### src/rtl/uart_tx_fifo_if.sv
// Byte handshake between a producer (command/status logic) and the
// buffered UART transmitter. The producer holds tx_data/tx_valid until it
// sees tx_ready high at a rising clock edge.
interface uart_tx_fifo_if;
  logic [7:0] tx_data;
  logic       tx_valid;
  logic       tx_ready;

  // Producer side: offers bytes, watches ready.
  modport master (
    output tx_data,
    output tx_valid,
    input  tx_ready
  );

  // Transmitter side: accepts bytes when it has room.
  modport slave (
    input  tx_data,
    input  tx_valid,
    output tx_ready
  );
endinterface

### src/rtl/uart_tx_fifo.sv
// Buffered 8N1 UART transmitter.
// Bytes enter a small circular FIFO over a valid/ready handshake and are
// shifted out on uart_txd LSB first, framed by one start bit (0) and one
// stop bit (1). When another byte is waiting at the end of a stop bit, the
// next start bit follows on the very next edge, so bursts have no idle gap.
module uart_tx_fifo #(
  parameter int unsigned CLKS_PER_BIT = 5208,
  parameter int unsigned FIFO_DEPTH   = 4
) (
  input  logic                         clk,
  input  logic                         rst_n,
  uart_tx_fifo_if.slave                tx,
  output logic                         uart_txd,
  output logic                         busy,
  output logic [$clog2(FIFO_DEPTH):0]  fifo_count
);

  localparam int unsigned PTR_W  = $clog2(FIFO_DEPTH);
  localparam int unsigned CNT_W  = PTR_W + 1;
  localparam int unsigned BAUD_W = (CLKS_PER_BIT > 2) ? $clog2(CLKS_PER_BIT) : 1;

  localparam logic [BAUD_W-1:0] BAUD_LAST  = BAUD_W'(CLKS_PER_BIT - 1);
  localparam logic [CNT_W-1:0]  COUNT_FULL = CNT_W'(FIFO_DEPTH);

  typedef enum logic [1:0] {
    IDLE,
    START,
    DATA,
    STOP
  } state_e;

  // FIFO storage and bookkeeping
  logic [7:0]       fifo_mem [FIFO_DEPTH];
  logic [PTR_W-1:0] wr_ptr_q, wr_ptr_d;
  logic [PTR_W-1:0] rd_ptr_q, rd_ptr_d;
  logic [CNT_W-1:0] count_q,  count_d;

  // Serializer state
  state_e           state_q,   state_d;
  logic [BAUD_W-1:0] baud_q,   baud_d;
  logic [2:0]       bit_idx_q, bit_idx_d;
  logic [7:0]       shift_q,   shift_d;
  logic             txd_q,     txd_d;

  logic push;
  logic pop;
  logic fifo_empty;
  logic baud_last;

  // Ready depends only on registered occupancy plus reset, so a push into
  // a full FIFO can never happen and a held tx_valid is simply ignored.
  assign tx.tx_ready = rst_n & (count_q != COUNT_FULL);
  assign push        = tx.tx_valid & tx.tx_ready;
  assign fifo_empty  = (count_q == '0);
  assign baud_last   = (baud_q == BAUD_LAST);

  assign uart_txd   = txd_q;
  assign fifo_count = count_q;
  assign busy       = (state_q != IDLE) | (count_q != '0);

  // Serializer next state: the line value for the coming cycle is decided
  // here together with the state so uart_txd comes straight from a flop.
  always_comb begin
    state_d   = state_q;
    baud_d    = baud_q;
    bit_idx_d = bit_idx_q;
    shift_d   = shift_q;
    txd_d     = txd_q;
    pop       = 1'b0;

    case (state_q)
      IDLE: begin
        txd_d     = 1'b1;
        baud_d    = '0;
        bit_idx_d = '0;
        if (!fifo_empty) begin
          pop     = 1'b1;
          shift_d = fifo_mem[rd_ptr_q];
          state_d = START;
          txd_d   = 1'b0;
        end
      end

      START: begin
        if (baud_last) begin
          baud_d    = '0;
          bit_idx_d = '0;
          state_d   = DATA;
          txd_d     = shift_q[0];
        end else begin
          baud_d = baud_q + BAUD_W'(1);
        end
      end

      DATA: begin
        if (baud_last) begin
          baud_d = '0;
          if (bit_idx_q == 3'd7) begin
            state_d = STOP;
            txd_d   = 1'b1;
          end else begin
            shift_d   = {1'b0, shift_q[7:1]};
            bit_idx_d = bit_idx_q + 3'd1;
            txd_d     = shift_q[1];
          end
        end else begin
          baud_d = baud_q + BAUD_W'(1);
        end
      end

      STOP: begin
        if (baud_last) begin
          baud_d    = '0;
          bit_idx_d = '0;
          if (!fifo_empty) begin
            pop     = 1'b1;
            shift_d = fifo_mem[rd_ptr_q];
            state_d = START;
            txd_d   = 1'b0;
          end else begin
            state_d = IDLE;
            txd_d   = 1'b1;
          end
        end else begin
          baud_d = baud_q + BAUD_W'(1);
        end
      end

      default: begin
        state_d   = IDLE;
        baud_d    = '0;
        bit_idx_d = '0;
        txd_d     = 1'b1;
      end
    endcase
  end

  // FIFO pointer and occupancy update; a push and a pop together cancel.
  always_comb begin
    wr_ptr_d = wr_ptr_q;
    rd_ptr_d = rd_ptr_q;
    count_d  = count_q;

    if (push) begin
      wr_ptr_d = wr_ptr_q + PTR_W'(1);
    end
    if (pop) begin
      rd_ptr_d = rd_ptr_q + PTR_W'(1);
    end

    case ({push, pop})
      2'b10:   count_d = count_q + CNT_W'(1);
      2'b01:   count_d = count_q - CNT_W'(1);
      default: count_d = count_q;
    endcase
  end

  // State registers; reset abandons any frame in flight and flushes the FIFO.
  always_ff @(posedge clk) begin
    if (!rst_n) begin
      state_q   <= IDLE;
      baud_q    <= '0;
      bit_idx_q <= '0;
      shift_q   <= '0;
      txd_q     <= 1'b1;
      wr_ptr_q  <= '0;
      rd_ptr_q  <= '0;
      count_q   <= '0;
    end else begin
      state_q   <= state_d;
      baud_q    <= baud_d;
      bit_idx_q <= bit_idx_d;
      shift_q   <= shift_d;
      txd_q     <= txd_d;
      wr_ptr_q  <= wr_ptr_d;
      rd_ptr_q  <= rd_ptr_d;
      count_q   <= count_d;
    end
  end

  // Byte storage needs no reset: entries are only read after being written.
  always_ff @(posedge clk) begin
    if (push) begin
      fifo_mem[wr_ptr_q] <= tx.tx_data;
    end
  end

  // Occupancy must stay within the FIFO and a pop must find a byte.
  assert property (@(posedge clk) disable iff (!rst_n) count_q <= COUNT_FULL);
  assert property (@(posedge clk) disable iff (!rst_n) !(pop && fifo_empty));

endmodule
### src/flat_wrapper.sv
// flat-port wrapper written by rule: the top's interface ports become plain ports
module uart_tx_fifo_flat 
#(
  parameter int unsigned CLKS_PER_BIT = 5208,
  parameter int unsigned FIFO_DEPTH   = 4
)
  (clk, rst_n, uart_txd, busy, fifo_count, tx_tx_data, tx_tx_valid, tx_tx_ready);
  uart_tx_fifo_if tx_i ();
  input  logic clk;
  input  logic rst_n;
  output logic uart_txd;
  output logic busy;
  output logic [$clog2(FIFO_DEPTH):0] fifo_count;
  input wire logic [$bits(tx_i.tx_data)-1:0] tx_tx_data;
  input wire logic [$bits(tx_i.tx_valid)-1:0] tx_tx_valid;
  output wire logic [$bits(tx_i.tx_ready)-1:0] tx_tx_ready;
  assign tx_i.tx_data = tx_tx_data;
  assign tx_i.tx_valid = tx_tx_valid;
  assign tx_tx_ready = tx_i.tx_ready;
  uart_tx_fifo #(.CLKS_PER_BIT(CLKS_PER_BIT), .FIFO_DEPTH(FIFO_DEPTH)) u_core (.clk(clk), .rst_n(rst_n), .tx(tx_i), .uart_txd(uart_txd), .busy(busy), .fifo_count(fifo_count));
endmodule
### config.mk
export PLATFORM = sky130hd
export DESIGN_NAME = uart_tx_fifo_flat
export DESIGN_NICKNAME = d
export VERILOG_FILES = /design/src/rtl/uart_tx_fifo_if.sv /design/src/rtl/uart_tx_fifo.sv /design/src/flat_wrapper.sv
export SDC_FILE = /design/constraint.sdc
export NUM_CORES = 1
export LEC_CHECK = 0
export CAP_MARGIN = 20
export CORE_MARGIN = 2
export CORE_UTILIZATION = 63
export DETAILED_ROUTE_END_ITERATION = 8
export PLACE_DENSITY = 0.83
export SETUP_SLACK_MARGIN = 0.5
export SYNTH_ARGS = -nofsm -noshare
export SYNTH_HDL_FRONTEND = slang
export SYNTH_SLANG_ARGS = --single-unit
### constraint.sdc
create_clock -name clk -period 4 [get_ports clk]
set_clock_uncertainty 0.05 [all_clocks]
set_input_delay 0.4 -clock clk [delete_from_list [all_inputs] [get_ports clk]]
set_output_delay 0.4 -clock clk [all_outputs]
set_load 0.02 [all_outputs]
==> flow_summary.json <==
{
  "status": "finished clean",
  "syn_to_final_growth_pct": 14.6,
  "routedWlPerCell_um": 16.0,
  "rrSetupSlack_ns": 1.20,
  "vias": 1896,
  "syn-num-nets": 276,
  "required_ns": 4.21,
  "ctsResizeCount": 0,
  "min_period_ns": 2.80,
  "fill_cells": 317,
  "critPathLaunchType": "flip-flop",
  "syn_inst": 251,
  "power_density_nw_per_um2": 652,
  "vdd_ir_drop_max_mv": 0.377,
  "switching_power_mw": 0.728,
  "power_frac_seq_pct": 38.8,
  "final_common_cell": "dfxtp_1",
  "clock_path_buffers": 2,
  "die_w_um": 73.6,
  "clock_sinks": 68,
  "yosys_warnings": 0,
  "worstPathArrival_ns": 3.01,
  "hold_violations": 0,
  "io_pins": 17,
  "synth-async-reset-ratio_pct": 0,
  "p_total_mw": 2.28,
  "numCtsBuffers": 9,
  "cts_tree": "done",
  "vias_per_cell": 5.73,
  "htree_levels": 3,
  "synth_flop_cell": "dfxtp_1",
  "grt_first_pass_wirelength_um": 8760,
  "io_buffer_count": 16,
  "stdcell_count": 331,
  "cap_violations": 0,
  "synth-edff-count": 32,
  "antenna_found_initial": 0,
  "place.detailed.hpwl_um": 3520,
  "path_cells": "inv_1 > ha_1 > or2_1 > nor2_1 > ha_1 > inv_1 > fa_1 > xor2_1 > or3_1 > a21oi_1",
  "fin_crit_sh_pct": 70.0,
  "seq_area_frac_synth_pct": 55.2,
  "ant_nets": 0,
  "fmax_mhz": 357,
  "cts_hold_buf": 0,
  "critical_path.top_delay_family": "adder cells",
  "max_stage_delay_ns": 0.40,
  "synthDistinctLibCells": 47,
  "slowest_stage": "fa_1",
  "postCtsSetupBuffers": 0,
  "endpoint_kind": "flip-flop",
  "die_area_um2": 5410,
  "tns_ns": 0,
  "max_slew.worst_pin.slew_ns": 0.590,
  "wirelength_um": 5300,
  "syn-cell-area_um2": 3050,
  "dr.pass1.iters": 5,
  "n_antenna_cell": 0,
  "grt.overflow.total": 0,
  "nNetsFinal": 297,
  "start_util_pct": 65.0,
  "drc": 0,
  "grt_pass1_vias": 1833,
  "dpl.cell_count": 315,
  "pwr-share-comb_pct": 32.1,
  "p_leak_nw": 1.26,
  "clkPwrFrac_pct": 29.1,
  "swShare_pct": 32.0,
  "rows": 25,
  "crit_fanout": 6,
  "drtIter0Drc": 87,
  "mostFrequentLayoutCells": "36 x dfxtp_1, 32 x edfxtp_1, 28 x nand2_1, 20 x nor2_1, 16 x clkdlybuf4s50_1",
  "layout-drive-gt1-share_pct": 15.2,
  "chipHeight_um": 73.6,
  "grt_max_degree": 24,
  "crit_buf_inv": 2,
  "rsz0062_at_grt": "no",
  "grtUsageTotal_pct": 22.4,
  "p_int_mw": 1.55,
  "slew_headroom_pct": 60.6,
  "clock_latency_ns": 0.34,
  "root_buffer": "clkbuf_8",
  "slew_violations": 0,
  "coreArea_um2": 4690,
  "gp_congestion": 0.828,
  "avgSynthCellArea_um2": 12.1,
  "fin_util_pct": 74.4,
  "clkTransAtPathRegs_ns": 0.08,
  "setup_viol": 0,
  "hold_path_class": "reg -> reg",
  "worstSetupPathType": "reg -> reg",
  "ys_ff_latch": 68
}
-- flip-flops by register name, indices dropped and copies added, names as in the netlist, named ones only --
name	cells
u_core.rd_ptr_q	2
u_core.wr_ptr_q	2
u_core.fifo_mem	32
u_core.uart_txd	1
u_core.bit_idx_q	3
u_core.shift_q	8
u_core.state_q	2
u_core.baud_q	13
u_core.fifo_count	3
-- final timing paths --
kind                                                startpoint                                 to  depth (start not counted)
worst max-delay path            u_core.state_q[0]$_SDFFE_PN0P_  u_core.fifo_count[2]$_SDFFE_PN0P_                         10
worst min-delay path               u_core.baud_q[0]$_SDFF_PP0_        u_core.baud_q[0]$_SDFF_PP0_                          1
worst max register to register  u_core.state_q[0]$_SDFFE_PN0P_  u_core.fifo_count[2]$_SDFFE_PN0P_                         10
worst min register to register     u_core.baud_q[0]$_SDFF_PP0_        u_core.baud_q[0]$_SDFF_PP0_                          1
-- power groups by stage --
stage               Clock [mW]  Sequential (mW)  Combinational (mW)
floorplan                    0            0.892               0.533
global placement             0            0.895               0.697
detailed placement           0            0.900               0.715
CTS                      0.669            0.884               0.731
global route             0.705            0.897               0.806
finish                   0.663            0.883               0.730
-- through the flow --
step / setup WS (ns) / hold WS [ns] / area [um^2]
final: 1.20 / 0.413 / 3490
after global routing: 1.02 / 0.443 / 3490
after CTS: 1.18 / 0.418 / 3490
after detailed placement: 0.961 / 0.401 / 3250
after global placement: 1.12 / 0.393 / 3250
after floorplan: 1.57 / 0.380 / 3050
-- layer usage --
layer / share of wire (%) / track usage (%) / vias up
li1: - / - / 950
met1: 46 / 29.3 / 914
met2: 50 / 35.2 / 22
met3: 2.8 / 6.72 / 10
met4: 1.8 / 9.09 / 0
met5: 0 / 0 / -
-- logic make-up after synthesis --
family,after synthesis,share of synthesized area (%)
DFF,68,55.2
adders and majority gates,14,5.99
and+or+nand+nor,84,14.7
muxes,23,11.1
buffers and inverters,20,2.75
AOI/OAI and AO/OA,29,6.53
xor gates and xnor gates,13,3.74
-- area by class of cell --
type                    instances  area [um^2]  area share [%]
flip-flops and latches         68         1680            48.2
multi-input cells             163         1280            36.7
repair buffers                 17          168            4.80
clock buffers                  11          163            4.66
clock inverters                 5         81.3            2.33
well taps                      54         67.6            1.93
inverters                      13         48.8            1.40
-- synthesized netlist by cell type, types with 2 or more instances --
cell	count	area, um^2
a21oi_1	11	55.1
and2_1	5	31.3
and4_1	2	17.5
clkbuf_1	5	18.8
dfxtp_1	36	721
edfxtp_1	32	961
ha_1	13	163
inv_1	13	48.8
mux2_2	7	78.8
mux2i_1	8	80.1
mux4_2	8	180
nand2_1	28	105
nand3_1	5	25.0
nand3b_1	2	15.0
nand4_1	3	18.8
nor2_1	20	75.1
nor2b_1	2	12.5
nor3_1	3	15.0
o21ai_0	4	20.0
o22ai_1	2	12.5
o31ai_1	3	22.5
or3_1	3	18.8
xnor2_1	5	43.8
xor2_1	8	70.1
Power figures use the tool's default switching activity.
==> edit: new RTL, same settings <==
`CLKS_PER_BIT` is set to 5208 in 2 places; all go to 2604.
--- a/src/rtl/uart_tx_fifo.sv
+++ b/src/rtl/uart_tx_fifo.sv
@@ -4,7 +4,7 @@
 // stop bit (1). When another byte is waiting at the end of a stop bit, the
 // next start bit follows on the very next edge, so bursts have no idle gap.
 module uart_tx_fifo #(
-  parameter int unsigned CLKS_PER_BIT = 5208,
+  parameter int unsigned CLKS_PER_BIT = 2604,
   parameter int unsigned FIFO_DEPTH   = 4
 ) (
   input  logic                         clk,
--- a/src/flat_wrapper.sv
+++ b/src/flat_wrapper.sv
@@ -1,7 +1,7 @@
 // flat-port wrapper written by rule: the top's interface ports become plain ports
 module uart_tx_fifo_flat 
 #(
-  parameter int unsigned CLKS_PER_BIT = 5208,
+  parameter int unsigned CLKS_PER_BIT = 2604,
   parameter int unsigned FIFO_DEPTH   = 4
 )
   (clk, rst_n, uart_txd, busy, fifo_count, tx_tx_data, tx_tx_valid, tx_tx_ready);
Check against the original RTL: same outputs for any inputs over 10 cycles, from zero or initial values and one cycle with rst_n low; that may be too few to reach the edited logic, so the function may still have changed.
==> edit against the unedited design <==
- worst setup slack better by 73 ps
- core utilization up 1.1 points
- sequential cell count shrank 1
- synthesized cell count is 2.0% lower
- largest power group unchanged
- synthesized area down 2.7%
- design area decreased by 3.8%
- critical path type unchanged
- routed wire length increased by 2.3%
- power shrank 1.1%
==> edit: results <==
{
  "buffer_area_frac": 0.0499,
  "finalNetCount": 293,
  "fin_crit_ps": 2730,
  "critical_path.max_fanout": 7,
  "top_regs": "u_core.fifo_mem (32), u_core.baud_q (12), u_core.shift_q (8)",
  "grt_use_met3": 0.0622,
  "wire_per_inst_um": 16.7,
  "multi_input_area_um2": 1230,
  "wl_met1_mm": 2.46,
  "outcome": "finished, final reports clean",
  "seq_cell_count": 67,
  "synth_compound_area_frac": 0.0936,
  "clkCellAreaFrac": 0.0548,
  "place.gp.congestion": 0.831,
  "clockPowerShare": 0.234,
  "syn_nets": 271,
  "first_iter_violations": 205,
  "multi_input_cells": 160,
  "ff_latch_area_um2": 1660,
  "power_density_nw_per_um2": 670,
  "synth_xor_area_frac": 0.0384,
  "critPathSlowestCell": "dfxtp_1",
  "place_hpwl_mm": 3.72,
  "nClkBuffers": 10,
  "syn2layout_area_growth_pct": 13.2,
  "slowest_delay_ps": 430,
  "grtUsageMet1": 0.310,
  "dr.pass1.iters": 4,
  "worstSkewPairLatency_ps": 340,
  "drive_gt1_frac": 0.132,
  "synth_commonest_cells": "dfxtp_1 (35), edfxtp_1 (32), nor2_1 (19)",
  "netlist_instances": 246,
  "synth.area.top_cells": "edfxtp_1 (32%), dfxtp_1 (24%), mux4_2 (6.1%)",
  "fin_util": 0.756,
  "comb_power_uw": 832,
  "dpl.cell_count": 309,
  "grt_usage": 0.233,
  "seq_area_frac": 0.495,
  "critPathLaunch": "u_core.baud_q[0]",
  "fin_cells": 325,
  "max_slew_margin": 0.380,
  "wl_met2_mm": 2.71,
  "grt_max_degree": 20,
  "grt_first_pass_wirelength_mm": 9.08,
  "synth.distinct_cells": 45,
  "seq_area_frac_synth": 0.560,
  "ir_worst_vdd_v": 0.000363,
  "fill_cells": 291,
  "pre_cts_ws_ps": 1300
}
## edit: cell count changes in the layout (fill, tap and decap cells not counted), moves of 2 or more
cell and delta:
nand2_1 -15, mux2i_1 -8, o21ai_0 +8, nand3_1 +7
a21oi_1 +3, a31oi_1 +2, clkinv_1 +2, clkinv_2 +2
nand2b_1 +2, nand3b_1 -2
## edit: worst min-delay path by stage
stage	startpoint	slack (ps)	end	cells past startpoint
floorplan	u_core.shift_q[2]	400	u_core.shift_q[2]	2
global placement	u_core.shift_q[3]	410	u_core.shift_q[3]	2
detailed placement	u_core.shift_q[7]	420	u_core.shift_q[7]	2
CTS	u_core.bit_idx_q[2]	430	u_core.bit_idx_q[2]	2
global route	u_core.shift_q[0]	450	u_core.shift_q[0]	2
finish	u_core.bit_idx_q[1]	430	u_core.bit_idx_q[1]	2
